===== config.mk =====
export PLATFORM = sky130hd
export DESIGN_NAME = adc128s022_responder
export DESIGN_NICKNAME = d
export VERILOG_FILES = /design/src/rtl/adc_pkg.sv /design/src/rtl/sync_edge.sv /design/src/rtl/adc128s022_responder.sv
export SDC_FILE = /design/constraint.sdc
export NUM_CORES = 1
export LEC_CHECK = 0
export ABC_CLOCK_PERIOD_IN_PS = 2000
export CAP_MARGIN = 20
export CELL_PAD_IN_SITES_DETAIL_PLACEMENT = 1
export CELL_PAD_IN_SITES_GLOBAL_PLACEMENT = 1
export CORE_UTILIZATION = 26
export CTS_BUF_LIST = sky130_fd_sc_hd__clkbuf_4 sky130_fd_sc_hd__clkbuf_8
export DETAILED_ROUTE_END_ITERATION = 8
export PLACE_DENSITY_LB_ADDON = 0.1
export SLEW_MARGIN = 5
export SYNTH_ARGS = -nofsm -noshare
export SYNTH_HDL_FRONTEND = slang
export SYNTH_SLANG_ARGS = --single-unit

===== constraint.sdc =====
create_clock -name clk -period 2 [get_ports clk]
set_input_delay 0.2 -clock clk [delete_from_list [all_inputs] [get_ports clk]]
set_output_delay 0.2 -clock clk [all_outputs]
set_load 0.05 [all_outputs]

===== src/rtl/adc_pkg.sv =====
// Shared constants and types for the ADC128S022 SPI responder.
// Frame is 16 bits: 4 leading zeros then a 12-bit sample, MSB first.
package adc_pkg;

    localparam int ADC_CHANNELS     = 8;
    localparam int ADC_RES          = 12;
    localparam int ADC_FRAME_BITS   = 16;
    localparam int ADC_ADDR_LSB_CNT = 4;

    typedef logic [ADC_RES-1:0] adc_sample_t;

    typedef enum logic {
        IDLE,
        ACTIVE
    } adc_resp_state_t;

endpackage


===== src/rtl/sync_edge.sv =====
// Multi-stage synchroniser for one asynchronous pin, with one-clk rise/fall strobes.
// Level lags the pin by SYNC_STAGES clk; the strobes are valid in the same clk as the new level.
module sync_edge #(
    parameter int   SYNC_STAGES = 2,
    parameter logic RESET_VAL   = 1'b0
) (
    input  logic clk,
    input  logic n_reset,
    input  logic din,
    output logic level,
    output logic rise,
    output logic fall
);

    logic [SYNC_STAGES-1:0] sync_q;
    logic                   prev_q;

    // Reset to the pin's idle level so releasing reset never fakes an edge.
    always_ff @(posedge clk) begin
        if (!n_reset) begin
            sync_q <= {SYNC_STAGES{RESET_VAL}};
            prev_q <= RESET_VAL;
        end else begin
            sync_q <= (sync_q << 1) | SYNC_STAGES'(din);
            prev_q <= sync_q[SYNC_STAGES-1];
        end
    end

    assign level = sync_q[SYNC_STAGES-1];
    assign rise  = level & ~prev_q;
    assign fall  = ~level & prev_q;

endmodule


===== src/rtl/adc128s022_responder.sv =====
// SPI-slave model of the ADC128S022: shifts out channel samples chosen by the master's address bits.
// SCLK fall pin to adc_sdat change is SYNC_STAGES+1 clk; no flow control, master owns all timing.
module adc128s022_responder
    import adc_pkg::*;
#(
    parameter int CHANNELS    = ADC_CHANNELS,
    parameter int RES         = ADC_RES,
    parameter int SYNC_STAGES = 2
) (
    input  logic                    clk,
    input  logic                    n_reset,
    input  logic                    adc_cs_n,
    input  logic                    adc_sclk,
    input  logic                    adc_saddr,
    output logic                    adc_sdat,
    input  logic [CHANNELS*RES-1:0] ch_value,
    output logic                    frame_done,
    output logic [2:0]              frame_chan,
    output logic [2:0]              next_chan,
    output logic                    frame_abort
);

    localparam int         FB       = ADC_FRAME_BITS;
    localparam logic [4:0] CNT_LAST = 5'(ADC_FRAME_BITS);
    localparam logic [4:0] CNT_ADD2 = 5'(ADC_ADDR_LSB_CNT - 2);
    localparam logic [4:0] CNT_ADD1 = 5'(ADC_ADDR_LSB_CNT - 1);
    localparam logic [4:0] CNT_ADD0 = 5'(ADC_ADDR_LSB_CNT);

    logic cs_level_unused, cs_rise, cs_fall;
    logic sclk_level_unused, sclk_rise, sclk_fall;
    logic saddr_level, saddr_rise_unused, saddr_fall_unused;

    sync_edge #(.SYNC_STAGES(SYNC_STAGES), .RESET_VAL(1'b1)) u_sync_cs (
        .clk(clk), .n_reset(n_reset), .din(adc_cs_n),
        .level(cs_level_unused), .rise(cs_rise), .fall(cs_fall)
    );

    sync_edge #(.SYNC_STAGES(SYNC_STAGES), .RESET_VAL(1'b1)) u_sync_sclk (
        .clk(clk), .n_reset(n_reset), .din(adc_sclk),
        .level(sclk_level_unused), .rise(sclk_rise), .fall(sclk_fall)
    );

    sync_edge #(.SYNC_STAGES(SYNC_STAGES), .RESET_VAL(1'b0)) u_sync_saddr (
        .clk(clk), .n_reset(n_reset), .din(adc_saddr),
        .level(saddr_level), .rise(saddr_rise_unused), .fall(saddr_fall_unused)
    );

    logic [RES-1:0] samples [CHANNELS];

    for (genvar g = 0; g < CHANNELS; g++) begin : g_ch
        assign samples[g] = ch_value[g*RES +: RES];
    end

    adc_resp_state_t state, state_nxt;
    logic [4:0]      bit_cnt, bit_cnt_nxt;
    logic [FB-1:0]   shift, shift_nxt;
    logic [2:0]      cur_chan, cur_chan_nxt;
    logic [2:0]      next_chan_nxt, frame_chan_nxt;
    logic            sdat_nxt, done_nxt, abort_nxt;

    always_ff @(posedge clk) begin
        if (!n_reset) begin
            state       <= IDLE;
            bit_cnt     <= '0;
            shift       <= '0;
            cur_chan    <= '0;
            next_chan   <= '0;
            frame_chan  <= '0;
            adc_sdat    <= 1'b0;
            frame_done  <= 1'b0;
            frame_abort <= 1'b0;
        end else begin
            state       <= state_nxt;
            bit_cnt     <= bit_cnt_nxt;
            shift       <= shift_nxt;
            cur_chan    <= cur_chan_nxt;
            next_chan   <= next_chan_nxt;
            frame_chan  <= frame_chan_nxt;
            adc_sdat    <= sdat_nxt;
            frame_done  <= done_nxt;
            frame_abort <= abort_nxt;
        end
    end

    always_comb begin
        state_nxt      = state;
        bit_cnt_nxt    = bit_cnt;
        shift_nxt      = shift;
        cur_chan_nxt   = cur_chan;
        next_chan_nxt  = next_chan;
        frame_chan_nxt = frame_chan;
        sdat_nxt       = adc_sdat;
        done_nxt       = 1'b0;
        abort_nxt      = 1'b0;

        case (state)
            IDLE: begin
                sdat_nxt = 1'b0;
                // The first conversion after CS falls is always IN0; any SCLK edge in this clk is dropped.
                if (cs_fall) begin
                    state_nxt    = ACTIVE;
                    bit_cnt_nxt  = '0;
                    cur_chan_nxt = '0;
                    shift_nxt    = {{(FB-RES){1'b0}}, samples[0]};
                end
            end
            ACTIVE: begin
                if (cs_rise) begin
                    abort_nxt = (bit_cnt != '0);
                    sdat_nxt  = 1'b0;
                    state_nxt = IDLE;
                end else if (sclk_rise) begin
                    if (bit_cnt < CNT_LAST) begin
                        bit_cnt_nxt = bit_cnt + 5'd1;
                    end
                    if (bit_cnt == CNT_ADD2) next_chan_nxt[2] = saddr_level;
                    if (bit_cnt == CNT_ADD1) next_chan_nxt[1] = saddr_level;
                    if (bit_cnt == CNT_ADD0) next_chan_nxt[0] = saddr_level;
                end else if (sclk_fall) begin
                    if (bit_cnt == CNT_LAST) begin
                        // This fall is also DB15 of a back-to-back frame, so reload here.
                        done_nxt       = 1'b1;
                        frame_chan_nxt = cur_chan;
                        cur_chan_nxt   = next_chan;
                        shift_nxt      = {{(FB-RES){1'b0}}, samples[next_chan]};
                        bit_cnt_nxt    = '0;
                        sdat_nxt       = 1'b0;
                    end else if (bit_cnt != '0) begin
                        shift_nxt = shift << 1;
                        sdat_nxt  = shift[FB-2];
                    end
                end
            end
            default: state_nxt = IDLE;
        endcase
    end

endmodule


## After elaboration in Yosys (flattened, before gate mapping)

Cells that the tools add are included.

- Bits in registers: 41
- Output and inout bits: 9

- Add/sub/neg operators: 1
- $lt $le $gt $ge: 2
- Equal/unequal tests: 16
- Muxes and demuxes: 33
- Bitwise gates (word level): 17
- Reduce and logical (&&, ||, !) cells: 11

Operators with widths:

| operator | count |
|---|---|
| $mux W15 | 6 |
| $bmux W12 S3 | 1 |
| $mux W5 | 6 |
| $pmux W15 S2 | 1 |
| $mux W12 | 2 |
| $reduce_and A5 Y1 | 4 |
| $mux W3 | 5 |
| $reduce_and A4 Y1 | 3 |
| $eq A5 B2 Y1 const B | 2 |
| $pmux W5 S2 | 1 |
| $ne A3 B3 Y1 const B | 3 |
| $not A1 Y1 | 9 |
| $mux W1 | 8 |
| $ne A2 B2 Y1 const B | 4 |
| $ne A3 B2 Y1 const B | 2 |
| $or A2 B1 Y2 | 3 |
| $pmux W3 S2 | 1 |
| $reduce_and A3 Y1 | 2 |
| $add A5 B1 Y5 const B | 1 |
| $eq A5 B3 Y1 const B | 1 |
| $eq A5 B5 Y1 const B | 1 |
| $lt A5 B5 Y1 const B | 1 |
| $reduce_bool A5 Y1 | 1 |
| $reduce_or A5 Y1 | 1 |
| other kinds (7) | 11 |

## Depth between registers and ports, before layout

Gate-level depths: netlist of the first run.

- Word-level depth: 9
- Gate-level depth with buffers: 8
- Depth with buffers taken out: 6

## Cells and area by module

A second synthesis of the first run with hierarchy kept.

- Cell total of the unflattened synthesis: 294
- Area, all modules: 2628.8 sq um

By module, submodules not included:

| module | times used | cells each | area an instance (sq um) | seq. area each (sq um) |
|---|---|---|---|---|
| adc128s022_responder | 1 | 270 | 2354.8 | 660.6 |
| sync_edge | 3 | 8 | 91.3 | 60.1 |

## Least setup slack after synthesis of the first run

No wires, ideal clock.

- Path kind: reg-to-reg
- Start point: register next_chan[0]
- End point: register shift[8]
- Library setup time: 0.119 ns
- Data arrival time: 2.020 ns
- Required time: 1.881 ns
- Slack: -0.139 ns
- Stages on the path, launching flop included: 7
- Cells stage by stage: dfxtp_1 > buf_4 > buf_4 > mux4_2 > mux2i_1 > nor2_1 > o221a_2

- Cells in the longest elaborated chain, start to end: 9

Ends and longest elaborated chain:

| element | RTL line | text |
|---|---|---|
| start, declared | adc128s022_responder.sv:19 | `output logic [2:0] next_chan,` |
| start signal, assigned | adc128s022_responder.sv:77 | `next_chan <= next_chan_nxt;` |
| $not A3 Y4 (not written as such) | adc128s022_responder.sv:125 | `shift_nxt = {{(FB-RES){1'b0}}, samples[next_chan]};` |
| $bmux W12 S3 | adc128s022_responder.sv:125 |  |
| $mux W12 (not written as such) (2 in a row) | adc128s022_responder.sv:125 |  |
| $mux W15 | adc128s022_responder.sv:120 | `if (bit_cnt == CNT_LAST) begin` |
| $mux W15 | adc128s022_responder.sv:119 | `end else if (sclk_fall) begin` |
| $mux W15 | adc128s022_responder.sv:112 | `end else if (sclk_rise) begin` |
| $mux W15 | adc128s022_responder.sv:108 | `if (cs_rise) begin` |
| $pmux W15 S2 | adc128s022_responder.sv:96 | `case (state)` |
| end signal, assigned | adc128s022_responder.sv:75 | `shift <= shift_nxt;` |
| end, declared | adc128s022_responder.sv:56 | `logic [FB-1:0] shift, shift_nxt;` |

No other way between the ends. The select of a mux whose other input is x is not followed.
A chain may end at the register's enable or synchronous reset.

## Final worst setup path of the first run

- Start point: register bit_cnt[0]
- End point: register shift[8]

- Cells in the longest elaborated chain, start to end: 6
- Elaborated cells between the ends (all ways): 9
- Those cells by class: eq/ne (2); mux (5); reduce/logical (2)

Ends and longest elaborated chain:

| element | RTL line | text |
|---|---|---|
| start, declared | adc128s022_responder.sv:55 | `logic [4:0] bit_cnt, bit_cnt_nxt;` |
| start signal, assigned | adc128s022_responder.sv:74 | `bit_cnt <= bit_cnt_nxt;` |
| $eq A5 B5 Y1 | adc128s022_responder.sv:120 |  |
| $mux W15 | adc128s022_responder.sv:120 |  |
| $mux W15 | adc128s022_responder.sv:119 |  |
| $mux W15 | adc128s022_responder.sv:112 |  |
| $mux W15 | adc128s022_responder.sv:108 |  |
| $pmux W15 S2 | adc128s022_responder.sv:96 |  |

Several ways; a longest one is shown, not always the timed one. The select of a mux whose other input is x is not followed.

==> flow_summary.toml, run 1 <==
[outcome]
outcome = "finished clean"

[timing]
min_period_over_period = 0.924
slew_headroom = 0.625
tightest_slew_ps = 562
hold_violations = 0
finalWorstPathRequiredPeriod_ps = 1850
finalSetupViolCount = 0
fin_worst_skew_ps = 9.90
slew_violations = 0
holdWs_ps = 415
rsz0062_at_grt = "no"
timing.fmax_mhz = 541

[place]
dpl_cell_area_mm2 = 0.00403
place_congestion = 0.714
dpl.hpwl_um = 6830
numPortBuffers = 109

[setup_path]
required_ps = 2180
crit_type = "reg2reg"
endpoint_kind = "flop"
path_max_fanout = 11
cp-startpoint = "bit_cnt[0]$_SDFFE_PN0P_"
worstPathArrival_ps = 2030
r2r-start = "bit_cnt[0]$_SDFFE_PN0P_"
critPathLaunchType = "flop"

[die]
fp.dieArea_mm2 = 0.0108
die_h_um = 104
coreArea_mm2 = 0.00991
row_count = 36
initial_core_util = 0.272
io_pins = 110
die_x_um = 104

[clocking]
cts_root_buf = "clkbuf_8"
clk_path_buf_depth = 2
clkSinkCount = 41
cts.reportedPaths.clkPinSlew_ps = 90
cts_max_level = 2
clk_latency_ps = 300
cts_tree = "built"
ctsHoldBuffers = 0
postCtsSetupBuffers = 0
numCtsBuffers = 5

[routing]
vias = 2609
drc = 0
first_iter_violations = 121
detail_route.wirelength_um = 8810
detail_route.vias_per_cell = 5.06
drt_pass1_iterations = 4
wl_per_cell_um = 17.1
drtAntennaViolNets = 0

[finish]
fin_nets = 488
area.growth.synth_to_final_pct = 54.2
fin_util = 0.420
n_antenna_cell = 0
drive_gt1_frac = 0.198
post-route-cell-area_mm2 = 0.00416

[grt]
grt_overflow = 0
antenna_found_initial = 0
grt_pass1_vias = 2893
grt_max_degree = 28
grt_pass1_wl_um = 14100
grtUsageTotal = 0.162

[power_and_ir_drop]
p_int_w = 0.00150
p_switching_w = 0.000440
p_sw_frac = 0.227
p_total_w = 0.00194
seq_power_share = 0.439
clockPowerShare = 0.373
pwr_density_cell_mw_per_mm2 = 465
p_leak_nw = 1.50
peakVddDrop_v = 0.000270
combPwrFrac = 0.189

[logic_synthesis]
synth_seq_cells = 41
netlist_area_mm2 = 0.00270
yosys_warnings = 0
synth_nets = 373
syn_inst = 267
avgSynthCellArea_um2 = 10.1
synth-seq-area-share = 0.304
ys_types = 42

[min_path]
min_from = "u_sync_sclk.sync_q[0]$_SDFF_PN1_"
hp-class = "reg2reg"

[flow_run]
maxCapViolations = 0
## final cells by class
cell class                 count  area (um^2)
timing repair buffer         132         1320
clock buffer                   6         82.6
tap                          133          166
inverter                      20         75.1
fill                        1156         5750
multi-input combinational    182         1660
clock inverter                 2         37.5
sequential                    41          823
## worst max-delay path, cell delays in order, from the launching register on
cell and delay, ps:
dfxtp_1 320, inv_1 90, ha_1 170, or3b_4 440, o21ai_4 190, buf_12 160, o221ai_1 110, o221a_2 250
## routing by layer
| layer | up-vias | track usage | part of all wire |
|---|---|---|---|
| li1 | 1240 | - | - |
| met1 | 1303 | 0.198 | 0.43 |
| met2 | 62 | 0.297 | 0.53 |
| met3 | 4 | 0.0313 | 0.035 |
| met4 | 0 | 0.0265 | 0.0064 |
| met5 | - | 0 | 0 |
## Yosys cell counts
| library cell | instances | area [um^2] |
|---|---|---|
| ha_1 | 5 | 62.6 |
| nand4b_1 | 1 | 8.76 |
| a22oi_1 | 1 | 7.51 |
| a32oi_1 | 1 | 8.76 |
| nor3_1 | 4 | 20.0 |
| mux2i_1 | 15 | 150 |
| nand3_1 | 2 | 10.0 |
| nor3b_1 | 2 | 15.0 |
| nor3_4 | 1 | 16.3 |
| buf_4 | 5 | 37.5 |
| and3b_2 | 1 | 10.0 |
| dfxtp_1 | 41 | 821 |
| nand2b_1 | 8 | 50.1 |
| o21ai_0 | 9 | 45.0 |
| clkbuf_1 | 8 | 30.0 |
| buf_1 | 3 | 11.3 |
| or3b_1 | 1 | 8.76 |
| mux2_2 | 1 | 11.3 |
| and4bb_2 | 1 | 12.5 |
| o221ai_1 | 11 | 96.3 |
| nor2_1 | 31 | 116 |
| a21boi_0 | 3 | 22.5 |
| and3_1 | 4 | 25.0 |
| nor2b_1 | 2 | 12.5 |
| a21oi_1 | 10 | 50.1 |
| nor4_1 | 1 | 6.26 |
| buf_2 | 2 | 10.0 |
| nor4b_1 | 1 | 8.76 |
| a211oi_1 | 1 | 7.51 |
| a31o_2 | 1 | 8.76 |
| or2_2 | 1 | 6.26 |
| o221a_2 | 5 | 56.3 |
| o221a_1 | 9 | 101 |
| o21ai_4 | 1 | 16.3 |
| and2_1 | 3 | 18.8 |
| mux4_2 | 24 | 541 |
| o21a_1 | 3 | 22.5 |
| nand4_1 | 9 | 56.3 |
| nand2_1 | 7 | 26.3 |
| a31oi_1 | 2 | 12.5 |
| buf_6 | 6 | 67.6 |
| inv_1 | 20 | 75.1 |
## cell usage in the layout, fill, tap and decap left out, types with 2 or more instances in the layout
cell             Yosys  routed
nand2b_1             8       8
clkdlybuf4s50_1      0     106
buf_4                5      21
inv_1               20      20
nand3_1              2       2
nor2b_1              2       2
a21oi_1             10      10
a21boi_0             3       3
o221a_1              9       9
ha_1                 5       5
mux2i_1             15      15
mux4_2              24      24
o21ai_0              9       9
and2_1               3       3
o21a_1               3       3
dfxtp_1             41      39
nand2_1              7       6
and3_1               4       4
o221a_2              5       5
nor2_1              31      30
o221ai_1            11      11
dfxtp_2              0       2
buf_12               0       5
nand4_1              9       9
nor3b_1              2       2
nor3_1               4       3
clkbuf_8             0       6
a31oi_1              2       2
## flip-flops by register name (all words and copies together), names as in the netlist
| name | flops |
|---|---|
| u_sync_sclk.sync_q | 2 |
| u_sync_saddr.sync_q | 2 |
| u_sync_cs.sync_q | 2 |
| frame_chan | 3 |
| adc_sdat | 1 |
| cur_chan | 3 |
| state | 1 |
| frame_abort | 1 |
| frame_done | 1 |
| next_chan | 3 |
| u_sync_cs.prev_q | 1 |
| shift | 15 |
| u_sync_sclk.prev_q | 1 |
| bit_cnt | 5 |
## stage by stage
| stage | std cells | TNS (ps) | setup slack, ps |
|---|---|---|---|
| finish | 516 | 0 | 153 |
| floorplan | 267 | 0 | 39.0 |
| global placement | 508 | -492 | -54.7 |
| global route | 516 | 0 | 15.5 |
| detailed placement | 508 | -1350 | -127 |
| CTS | 516 | 0 | 46.4 |
## timing repair
| item | 4_1_cts | 5_1_grt |
|---|---|---|
| endpoints found under the setup margin | 12 | 16 |
| cloned | 0 | 0 |
| endpoints found under the hold margin | 0 | 0 |
| resized for setup | 1 | 3 |
## power groups by stage
stage	clock (W)	sequential [W]	combinational, W
5_1_grt	0.000767	0.000853	0.000392
4_1_cts	0.000743	0.000850	0.000368
6_report	0.000722	0.000850	0.000365
3_3_place_gp	0	0.000869	0.000356
2_1_floorplan	0	0.000866	0.000129
3_5_place_dp	0	0.000869	0.000367
## path summary, 6_finish.rpt
kind | to | slack [ps] | depth (start not counted)
hold / removal | u_sync_sclk.sync_q[1]$_SDFF_PN1_ | 420 | 1
setup / recovery | shift[8]$_SDFFE_PN0P_ | 150 | 7
hold reg to reg | u_sync_sclk.sync_q[1]$_SDFF_PN1_ | 420 | 1
setup reg to reg | shift[8]$_SDFFE_PN0P_ | 150 | 7
## logic make-up (layout without fill, tap and decap cells)
group | count (synthesis) | after routing | share of synthesized area
flops | 41 | 41 | 0.304
simple gates | 80 | 80 | 0.158
mux | 40 | 40 | 0.260
compound gates | 57 | 57 | 0.169
fa+ha+maj | 5 | 5 | 0.0232
buf+inv | 44 | 160 | 0.0857
Note: power is estimated with default switching activity, not from simulation.
==> run 2: changes to the inputs <==
ABC_CLOCK_PERIOD_IN_PS = not set   (was 2000)
CORE_UTILIZATION = 30   (was 26)
PLACE_DENSITY = 0.8   (was not set)
PLACE_DENSITY_LB_ADDON = not set   (was 0.1)
==> run 2 against run 1 <==
Compared with the run above: via count shrank 1.3%; flip-flop and latch count is the same; final area fell by 1.2%; non-clock buffer count is 3 lower; largest cell class unchanged; first-iteration DRC count fell by 24%; power fell by 0.40%; clock-buffer cell count is the same; sequential share of layout area rose by 0.25 points.
==> flow_summary.toml, run 2 (synthesized netlist as in run 1, its figures left out) <==
[grt]
antenna_found_initial = 0
grtUsageTotal = 0.173
grt_overflow = 0
grt_max_degree = 26
grt_pass1_wl_um = 13300
grt_pass1_vias = 2862

[routing]
wl_per_cell_um = 16.7
drtAntennaViolNets = 0
drt_pass1_iterations = 4
detail_route.wirelength_um = 8130
first_iter_violations = 92
drc = 0
detail_route.vias_per_cell = 5.28
vias = 2576

[timing]
timing.fmax_mhz = 518
min_period_over_period = 0.965
hold_violations = 0
setup-tns-final_ps = 0
finalWorstPathRequiredPeriod_ps = 1930
fin_ws_ps = 70.2
slew_headroom = 0.642
finalSetupViolCount = 0
slew_violations = 0
tightest_slew_ps = 530
fin_worst_skew_ps = 8.19

[clocking]
clk_path_buf_depth = 2
numCtsBuffers = 5
cts.reportedPaths.clkPinSlew_ps = 90
cts_tree = "built"
cts_root_buf = "clkbuf_8"
clk_latency_ps = 300
cts_max_level = 2
clkSinkCount = 41

[setup_path]
required_ps = 2200
path_max_fanout = 14
rr_endpoint = "shift[8]$_SDFFE_PN0P_"
crit_family = "compound AO/OA/AOI/OAI gates"
endpoint_kind = "flop"
cpPeakStageDelay_ps = 450
worst_r2r_path_depth = 7
critPathLaunchType = "flop"
worstPathArrival_ps = 2130
crit_type = "reg2reg"
worst_path_max_delay_cell = "or3b_4"
r2r-start = "bit_cnt[0]$_SDFFE_PN0P_"
path_buf_inv = 2
crit_path_cell_trace = "inv_1 > ha_1 > or3b_4 > o21ai_4 > buf_12 > o221ai_1 > o221a_2"
r2r_slack_ps = 70

[finish]
post-route-cell-area_mm2 = 0.00411
layout_common_cells = "clkdlybuf4s50_1, dfxtp_1, nor2_1"
largest_reg_flops = 15
n_antenna_cell = 0
area.growth.synth_to_final_pct = 52.3
fin_nets = 485
top_regs = "shift (15), bit_cnt (5)"
fillers = 966
mostFrequentLayoutCell = "clkdlybuf4s50_1"
regMostFlops = "shift"
drive_gt1_frac = 0.192

[power_and_ir_drop]
p_leak_nw = 1.49
pwr_density_cell_mw_per_mm2 = 469
peakVddDrop_v = 0.000291

[die]
die_x_um = 96.9
die_h_um = 96.9
fp.dieArea_mm2 = 0.00938
row_count = 34
io_pins = 110
coreArea_mm2 = 0.00872
initial_core_util = 0.310

[min_path]
worstHoldPathCells = 1
hp-class = "reg2reg"
holdPathEnd = "u_sync_sclk.sync_q[1]$_SDFF_PN1_"
min_from = "u_sync_sclk.sync_q[0]$_SDFF_PN1_"

[flow_run]
maxCapViolations = 0

[place]
pre_cts_ws_ps = -154
dpl.hpwl_um = 6420
place_congestion = 0.832
dpl_cell_area_mm2 = 0.00395
numPortBuffers = 109

[outcome]
outcome = "finished clean"
==> run 2: worst register-to-register path: stages, from the launching register on <==
cell	delay, ps
dfxtp_1	330
inv_1	100
ha_1	210
or3b_4	450
o21ai_4	190
buf_12	150
o221ai_1	130
o221a_2	260
==> run 2: timing repair <==
item,in CTS,in global routing
resized for setup,3,1
endpoints found under the setup margin,15,13
pin swaps,1,0
setup buffers,1,1
hold buffers,0,0
==> run 2: layout make-up <==
type,count,area (um^2),area share
Inverter,20,75.1,0.0183
Tap cell,108,135,0.0329
Multi-Input combinational cell,182,1660,0.404
Clock inverter,2,37.5,0.00913
Sequential cell,41,823,0.200
Clock buffer,6,82.6,0.0201
Timing Repair Buffer,129,1300,0.315
==> run 2: per-layer routing <==
metal	track usage	vias up	wire length, um
li1	-	1229	-
met1	0.189	1256	3240
met2	0.334	80	4360
met3	0.0303	11	394
met4	0.0574	0	137
met5	0	-	0
==> run 2: worst max-delay path by stage <==
stage | endpoint | depth (start not counted) | slack [ps] | start
global route | shift[5]$_SDFFE_PN0P_ | 7 | -2 | bit_cnt[0]$_SDFFE_PN0P_
global placement | shift[8]$_SDFFE_PN0P_ | 6 | -30 | bit_cnt[0]$_SDFFE_PN0P_
detailed placement | shift[8]$_SDFFE_PN0P_ | 6 | -150 | bit_cnt[0]$_SDFFE_PN0P_
floorplan | shift[8]$_SDFFE_PN0P_ | 6 | 40 | next_chan[0]$_SDFFE_PN0P_
CTS | shift[8]$_SDFFE_PN0P_ | 7 | 50 | bit_cnt[0]$_SDFFE_PN0P_
finish | shift[8]$_SDFFE_PN0P_ | 7 | 70 | bit_cnt[0]$_SDFFE_PN0P_
==> run 2: where the power goes <==
part           internal [W]  total (W)  switching (W)
clock              0.000406   0.000719       0.000313
combinational      0.000250   0.000360       0.000109
sequential         0.000838   0.000851      0.0000127
==> run 2: stage by stage <==
stage               hold slack [ps]  total power (W)  std cells   util
finish                          421          0.00193        488  0.472
global route                    450          0.00201        488  0.472
CTS                             423          0.00194        487  0.470
detailed placement              402          0.00123        478  0.453
global placement                393          0.00121        478  0.453
floorplan                       273         0.000995        267      -
